File: src/rtl/multicycle_control.sv
// LEGv8 multi-cycle controller: FETCH/DECODE/EXEC/MEM/WB sequencing, 2-5 cycles per instruction plus memory wait states.
// Backpressure: FETCH stalls on imem_ready and MEM stalls on dmem_ready. TRAP is left only through reset.
module multicycle_control #(
  parameter logic [10:0] ADD_OP  = 11'h458,
  parameter logic [10:0] SUB_OP  = 11'h658,
  parameter logic [10:0] AND_OP  = 11'h450,
  parameter logic [10:0] ORR_OP  = 11'h550,
  parameter logic [10:0] LDUR_OP = 11'h7C2,
  parameter logic [10:0] STUR_OP = 11'h7C0
) (
  input  logic        clk,
  input  logic        reset,
  input  logic        en,
  input  logic [10:0] opcode,
  input  logic        zero,
  input  logic        imem_ready,
  input  logic        dmem_ready,
  output logic        imem_req,
  output logic        ir_write,
  output logic        pc_write,
  output logic        pc_src,
  output logic        reg2_loc,
  output logic        alu_src,
  output logic [1:0]  alu_op,
  output logic        mem_read,
  output logic        mem_write,
  output logic        mem_to_reg,
  output logic        reg_write,
  output logic        instr_done,
  output logic        illegal,
  output logic [2:0]  state
);

  typedef enum logic [2:0] {
    S_FETCH  = 3'd0,
    S_DECODE = 3'd1,
    S_EXEC   = 3'd2,
    S_MEM    = 3'd3,
    S_WB     = 3'd4,
    S_TRAP   = 3'd7
  } state_t;

  typedef enum logic [2:0] {
    CL_NONE = 3'd0,
    CL_R    = 3'd1,
    CL_LD   = 3'd2,
    CL_ST   = 3'd3,
    CL_CBZ  = 3'd4,
    CL_B    = 3'd5
  } iclass_t;

  state_t  state_q, state_d;
  iclass_t class_q, class_d, dec_class;
  logic    illegal_q, illegal_d;

  logic       imem_req_c, ir_write_c, pc_write_c, pc_src_c;
  logic       reg2_loc_c, alu_src_c, mem_read_c, mem_write_c;
  logic       mem_to_reg_c, reg_write_c, instr_done_c;
  logic [1:0] alu_op_c;

  always_comb begin
    dec_class = CL_NONE;
    if (opcode == ADD_OP || opcode == SUB_OP || opcode == AND_OP || opcode == ORR_OP) begin
      dec_class = CL_R;
    end else if (opcode == LDUR_OP) begin
      dec_class = CL_LD;
    end else if (opcode == STUR_OP) begin
      dec_class = CL_ST;
    end else if (opcode[10:3] == 8'hB4) begin
      dec_class = CL_CBZ;
    end else if (opcode[10:5] == 6'h05) begin
      dec_class = CL_B;
    end
  end

  always_comb begin
    state_d      = state_q;
    class_d      = class_q;
    imem_req_c   = 1'b0;
    ir_write_c   = 1'b0;
    pc_write_c   = 1'b0;
    pc_src_c     = 1'b0;
    reg2_loc_c   = 1'b0;
    alu_src_c    = 1'b0;
    alu_op_c     = 2'b00;
    mem_read_c   = 1'b0;
    mem_write_c  = 1'b0;
    mem_to_reg_c = 1'b0;
    reg_write_c  = 1'b0;
    instr_done_c = 1'b0;

    case (state_q)
      S_FETCH: begin
        if (en) begin
          imem_req_c = 1'b1;
          if (imem_ready) begin
            ir_write_c = 1'b1;
            pc_write_c = 1'b1;
            state_d    = S_DECODE;
          end
        end
      end

      S_DECODE: begin
        class_d = dec_class;
        case (dec_class)
          CL_R, CL_LD, CL_ST, CL_CBZ: state_d = S_EXEC;
          CL_B: begin
            pc_write_c   = 1'b1;
            pc_src_c     = 1'b1;
            instr_done_c = 1'b1;
            state_d      = S_FETCH;
          end
          default: state_d = S_TRAP;
        endcase
      end

      S_EXEC: begin
        case (class_q)
          CL_R: begin
            alu_op_c = 2'b10;
            state_d  = S_WB;
          end
          CL_LD: begin
            alu_src_c = 1'b1;
            state_d   = S_MEM;
          end
          CL_ST: begin
            alu_src_c  = 1'b1;
            reg2_loc_c = 1'b1;
            state_d    = S_MEM;
          end
          CL_CBZ: begin
            // Branch target is already in the PC source mux; zero decides whether it is taken.
            alu_op_c     = 2'b01;
            reg2_loc_c   = 1'b1;
            pc_src_c     = 1'b1;
            pc_write_c   = zero;
            instr_done_c = 1'b1;
            state_d      = S_FETCH;
          end
          default: state_d = S_TRAP;
        endcase
      end

      S_MEM: begin
        case (class_q)
          CL_LD: begin
            mem_read_c = 1'b1;
            alu_src_c  = 1'b1;
            if (dmem_ready) state_d = S_WB;
          end
          CL_ST: begin
            mem_write_c = 1'b1;
            reg2_loc_c  = 1'b1;
            alu_src_c   = 1'b1;
            if (dmem_ready) begin
              instr_done_c = 1'b1;
              state_d      = S_FETCH;
            end
          end
          default: state_d = S_TRAP;
        endcase
      end

      S_WB: begin
        reg_write_c  = 1'b1;
        mem_to_reg_c = (class_q == CL_LD);
        instr_done_c = 1'b1;
        state_d      = S_FETCH;
      end

      S_TRAP:  state_d = S_TRAP;
      default: state_d = S_TRAP;
    endcase
  end

  assign illegal_d = illegal_q | (state_d == S_TRAP);

  always_ff @(posedge clk or posedge reset) begin
    if (reset) begin
      state_q   <= S_FETCH;
      class_q   <= CL_NONE;
      illegal_q <= 1'b0;
    end else begin
      state_q   <= state_d;
      class_q   <= class_d;
      illegal_q <= illegal_d;
    end
  end

  // Reset forces the strobes low immediately, even though FETCH decode depends on live inputs.
  assign imem_req   = imem_req_c   & ~reset;
  assign ir_write   = ir_write_c   & ~reset;
  assign pc_write   = pc_write_c   & ~reset;
  assign pc_src     = pc_src_c     & ~reset;
  assign reg2_loc   = reg2_loc_c   & ~reset;
  assign alu_src    = alu_src_c    & ~reset;
  assign alu_op     = alu_op_c     & {2{~reset}};
  assign mem_read   = mem_read_c   & ~reset;
  assign mem_write  = mem_write_c  & ~reset;
  assign mem_to_reg = mem_to_reg_c & ~reset;
  assign reg_write  = reg_write_c  & ~reset;
  assign instr_done = instr_done_c & ~reset;
  assign illegal    = illegal_q;
  assign state      = state_q;

endmodule

File: config.mk
export PLATFORM = sky130hd
export DESIGN_NAME = multicycle_control
export DESIGN_NICKNAME = d
export VERILOG_FILES = /design/src/rtl/multicycle_control.sv
export SDC_FILE = /design/constraint.sdc
export NUM_CORES = 1
export LEC_CHECK = 0
export ABC_AREA = 1
export BUFFER_PORTS_ARGS = -buffer_cell sky130_fd_sc_hd__buf_4
export CAP_MARGIN = 10
export CORE_UTILIZATION = 45
export DETAILED_ROUTE_END_ITERATION = 12
export GPL_ROUTABILITY_DRIVEN = 0
export PLACE_DENSITY = 0.79
export SYNTH_ARGS = -nofsm -noshare
export SYNTH_HDL_FRONTEND = slang
export SYNTH_SLANG_ARGS = --single-unit
File: constraint.sdc
create_clock -name clk -period 2.5 [get_ports clk]
set_input_delay 0.25 -clock clk [delete_from_list [all_inputs] [get_ports clk]]
set_output_delay 0.25 -clock clk [all_outputs]
set_load 0.02 [all_outputs]
Word-level counts from Yosys, hierarchy flattened:

Index checks and enable logic that the tools add are counted.

* memories: 0
* latch bits: 0
* ROM bits: 0
* bits in writable memories: 0
* flip-flop bits (word level): 7
* input port bits: 17

* multiplexer cells: 38
* equality and inequality tests: 22
* multipliers: 0
* magnitude comparators: 0
* shifts and indexed selects: 0
* add/subtract/negate cells: 0
* reduce and logical (&&, ||, !) cells: 8
* bitwise gates (word level): 14
* div/mod/pow operators: 0

Operators by type and width (count)
* $eq 11x11->1 const B: 6
* $mux 3: 9
* $mux 1: 19
* $eq 3x2->1 const B: 6
* $eq 3x3->1 const B: 5
* $pmux 3 s5: 1
* $pmux 3 s2: 2
* $and 1x1->1: 11
* $eq 3x1->1 const B: 3
* $pmux 3 s3: 1
* $eq 8x8->1 const B: 1
* $eq 6x3->1 const B: 1
* $reduce_or 2->1: 3
* $pmux 1 s2: 2
* $pmux 1 s4: 1
* $pmux 2 s2: 1
* $reduce_or 4->1: 1
* $logic_not 3->1: 1
* $logic_or 1x1->1: 3
* $pmux 1 s3: 1
* $and 2x2->2: 1
* $mux 2: 1
* $not 1->1: 1
* $or 1x1->1: 1

Depth between registers and ports, before layout:

* word-level depth: 12
* mapped depth: 9
* mapped depth without buffers: 9

Least setup slack after synthesis:

OpenSTA, ideal clock, no wires.

* path type: register to output
* start: register state_q[2], in the netlist state[2]
* end: output port reg2_loc
* stages on the path, launching flop included: 6
* buffers on the path: 0
* arrival time: 1.590 ns
* path slack: 0.660 ns
* path through: dfrtp_1 > inv_2 > nand2_2 > nor3_1 > nand2_1 > o21ai_1

* word-level cells in the longest chain between the ends: 3
* elaborated cells on any way between the ends: 4
* those cells by class: eq/ne (2); mux (1); bitwise (1)

RTL lines
* from (decl): line 52 `state_t state_q, state_d;`
* from (signal assigned): line 186 `state_q <= state_d;`
* $eq 3x2->1: line 92 `case (state_q)`
* $pmux 1 s2 (*): line 92
* $and 1x1->1 (*): line 197 `assign reg2_loc = reg2_loc_c & ~reset;`
* to (decl): line 22 `output logic reg2_loc,`

Mark *: on every way between the ends. The rest lies on a longest branch, timed or not.

Final worst setup path:

* start: register state_q[2], in the netlist state[2]
* end: output port instr_done

* word-level cells in the longest chain between the ends: 3
* elaborated cells on any way between the ends: 6
* those cells by class: eq/ne (4); mux (1); bitwise (1)

RTL lines
* $eq 3x3->1, or another cell as far along: line 92
* $pmux 1 s4 (*): line 92
* $and 1x1->1 (*): line 204 `assign instr_done = instr_done_c & ~reset;`
* to (decl): line 29 `output logic instr_done,`

Marked as above.

==> results by group <==
Status
  – Status: finished clean

Clock tree
  – Clock latency of the later-clocked register in the worst-skew pair: between 200 and 250 ps
  – Clock-pin slew on the worst setup and hold paths: 50 ps
  – Count of buffers added by post-CTS timing repair for setup: 0
  – Deepest level of the CTS H-tree: 1
  – PostCTS Resize Cnt: 0
  – Number of buffers on the longest clock path: 2
  – CTS tree: yes
  – Cts hold-fix bufs: 0
  – Number of buffers created by CTS: 3
  – Root Buffer: clkbuf_4
  – Number of clock sinks: 7

Yosys
  – Post-synthesis sequential area ratio: 25.3%
  – Seq cells post-synth: 7
  – Post-Synthesis Cell Area: 693 sq um
  – Post-Synthesis Mean Instance Area: 5.78 sq um
  – Cells after synthesis: 120
  – Count of synthesis-stage warnings from yosys: 0
  – Net count of the mapped netlist: 137
  – Count of distinct cell types in the synthesized netlist: 21

Timing
  – Achievable frequency: 545 MHz
  – Shortest clock period the worst path allows after layout: 1830 ps
  – Worst slew margin relative to its limit: between 70% and 80%
  – Final setup violation count: 0
  – Fin Clk Skew: 2.91 ps
  – Final Slew Violations: 0
  – Crit share post-route: 73.4%
  – Slew of the pin with the lowest slew margin: 319 ps
  – Setup repair after global routing missed its margin: false
  – Tightest hold margin: 23.4 ps
  – Accumulated negative setup slack: 0 ps
  – Count of endpoints failing hold in the final timing report: 0

Die
  – Starting density of the core: 50.7%
  – Core ar.: 1370 sq um
  – Die ar.: 1700 sq um
  – Die Ht: 41.2 um
  – Count of standard-cell rows: 13
  – I/O pins: 34
  – Die outline width: 41.2 um

Worst setup path
  – Worst Reg-to-Reg Cells: 6
  – Crit path arrival time: 1580 ps
  – Element type at the critical path end: output pin
  – Cell chain of the critical path: inv_2 -> nand2_2 -> nor2_2 -> nand4_2 -> o21ai_2 -> nor2_1 -> nor2_1 -> buf_4
  – CP top delay family: simple AND/OR/NAND/NOR gates
  – Largest stage delay on the critical path: between 400 and 500 ps
  – Startpoint types: register
  – Number of logic stages on the critical path including buffering: 8
  – Start-to-end type of the worst setup path: reg -> out
  – Required time of the critical path: 2250 ps
  – Largest driver fanout on the critical path: 6
  – Bufs and invs on worst path: 2
  – Cell repeated most along the worst path: nor2_1
  – Crit path max-delay cell type: dfrtp_1

Drt
  – Final wirelength: 1.72 mm
  – Final antenna-violating net count: 0
  – Vias post-DR: 855
  – Via-per-instance ratio: 5.00
  – Violation count after the first detailed-routing iteration: 24
  – Detailed-route DRC error count: 0
  – First-pass detailed-route iteration total: 4
  – Wire length per cell after detailed routing: between 10 and 15 um

Global routing
  – Maximum number of pins on one net before global-route repair: 14
  – Antenna violations before repair: 0
  – Wire length of the first global-routing pass: 2.69 mm
  – Final global-route overflow total: 0
  – Global-route usage over all layers: 23.2%
  – Number of global-route vias before repair: 674

Cells and area
  – Total inserted antenna cells: 0
  – Relative area change from synthesis to final layout: 41.7%
  – Final cell area excluding filler cells: just under 1000 sq um
  – Share of cells above drive strength 1: approximately 32%
  – Number of nets at the end of the flow: 174

Power
  – Worst-case vdd ir drop: 268 uV
  – Leakage power: 0.000526 uW
  – Total power density per cell area: about 290 nW/um^2

Place
  – Area post-placement: 956 sq um
  – Number of buffer cells added on primary ports: 33
  – Placed wire-length estimate: 1.48 mm

Hold path
  – Hold WC Path Type: in -> async

Run
  – Maximum capacitance violations: 0
## layout make-up
type | count | area, sq um
Fill cell | 126 | 384
Multi-Input combinational cell | 91 | 435
Inverter | 21 | 78.8
Timing Repair Buffer | 33 | 248
Sequential cell | 7 | 175
Clock buffer | 4 | 26.3
Tap cell | 15 | 18.8
## where the power goes
| group | switching [uW] | internal [uW] |
|---|---|---|
| registers | 5.68 | 117 |
| logic | 34.0 | 27.2 |
| clock network | 37.0 | 60.6 |
## state kept, by name (all words and copies together), names as in the netlist
signal / cells
illegal: 1
class_q: 3
state: 3
## synthesized netlist by cell type (all sizes together)
cell	n	area [sq um]
inv	21	78.8
buf	1	3.75
nor4	1	6.26
dfrtp	7	175
o21ai	7	38.8
a21oi	2	10.0
nor2	24	105
o211ai	1	12.5
nand2	35	134
o21a	1	7.51
nand4	3	25.0
nor3	9	56.3
nand3	8	40.0
## stage by stage
stage | util, % | setup WS (ps) | std cells | total power [uW]
finish | 71.9 | 665 | 171 | 282
global route | 71.9 | 506 | 171 | 299
CTS | 71.9 | 654 | 171 | 285
detailed placement | 70.0 | 922 | 167 | 186
global placement | 70.0 | 979 | 167 | 184
floorplan | - | 660 | 120 | 152
## per-layer routing
| metal | GRT usage, % | share of wire [%] | vias up |
|---|---|---|---|
| li1 | - | - | 454 |
| met1 | 32.8 | 49 | 371 |
| met2 | 39.8 | 45 | 30 |
| met3 | 1.63 | 5.9 | 0 |
| met4 | 2.42 | 0 | 0 |
| met5 | 0 | 0 | - |
## worst reg2reg max path: cells and delay by family, from the launching register on
kind                   cells  cell delay, ps
AOI/OAI and AO/OA          1             100
buffers and inverters      1             110
DFF                        1             430
and+or+nand+nor            4             550
## worst paths after layout
check                           startpoint         end  slack, ps
worst max-delay path              state[2]  instr_done        670
worst min-delay path                 reset    state[1]         20
worst max register to register  class_q[0]     illegal       1170
worst min register to register     illegal     illegal        480
max in group asynchronous            reset     illegal       2240
min in group clk                dmem_ready    state[1]        390
## cells by family after synthesis
group           synth area share, %
compound gates                 9.93
buf+inv                        11.9
flops                          25.3
simple gates                   52.9
## placed cells by master, fill, tap and decap left out, types with 2 or more instances in the layout
| master | Yosys | layout |
|---|---|---|
| inv_2 | 5 | 5 |
| nand4_1 | 2 | 2 |
| nand3_1 | 8 | 8 |
| nor2_2 | 3 | 3 |
| o21ai_0 | 3 | 3 |
| buf_4 | 0 | 33 |
| nor2_1 | 20 | 20 |
| nand2_1 | 34 | 34 |
| inv_1 | 16 | 16 |
| o21ai_1 | 3 | 3 |
| clkbuf_4 | 0 | 3 |
| nor3_1 | 8 | 8 |
| dfrtp_1 | 7 | 7 |
| a21oi_1 | 2 | 2 |
(Power assumes the default switching activity.)
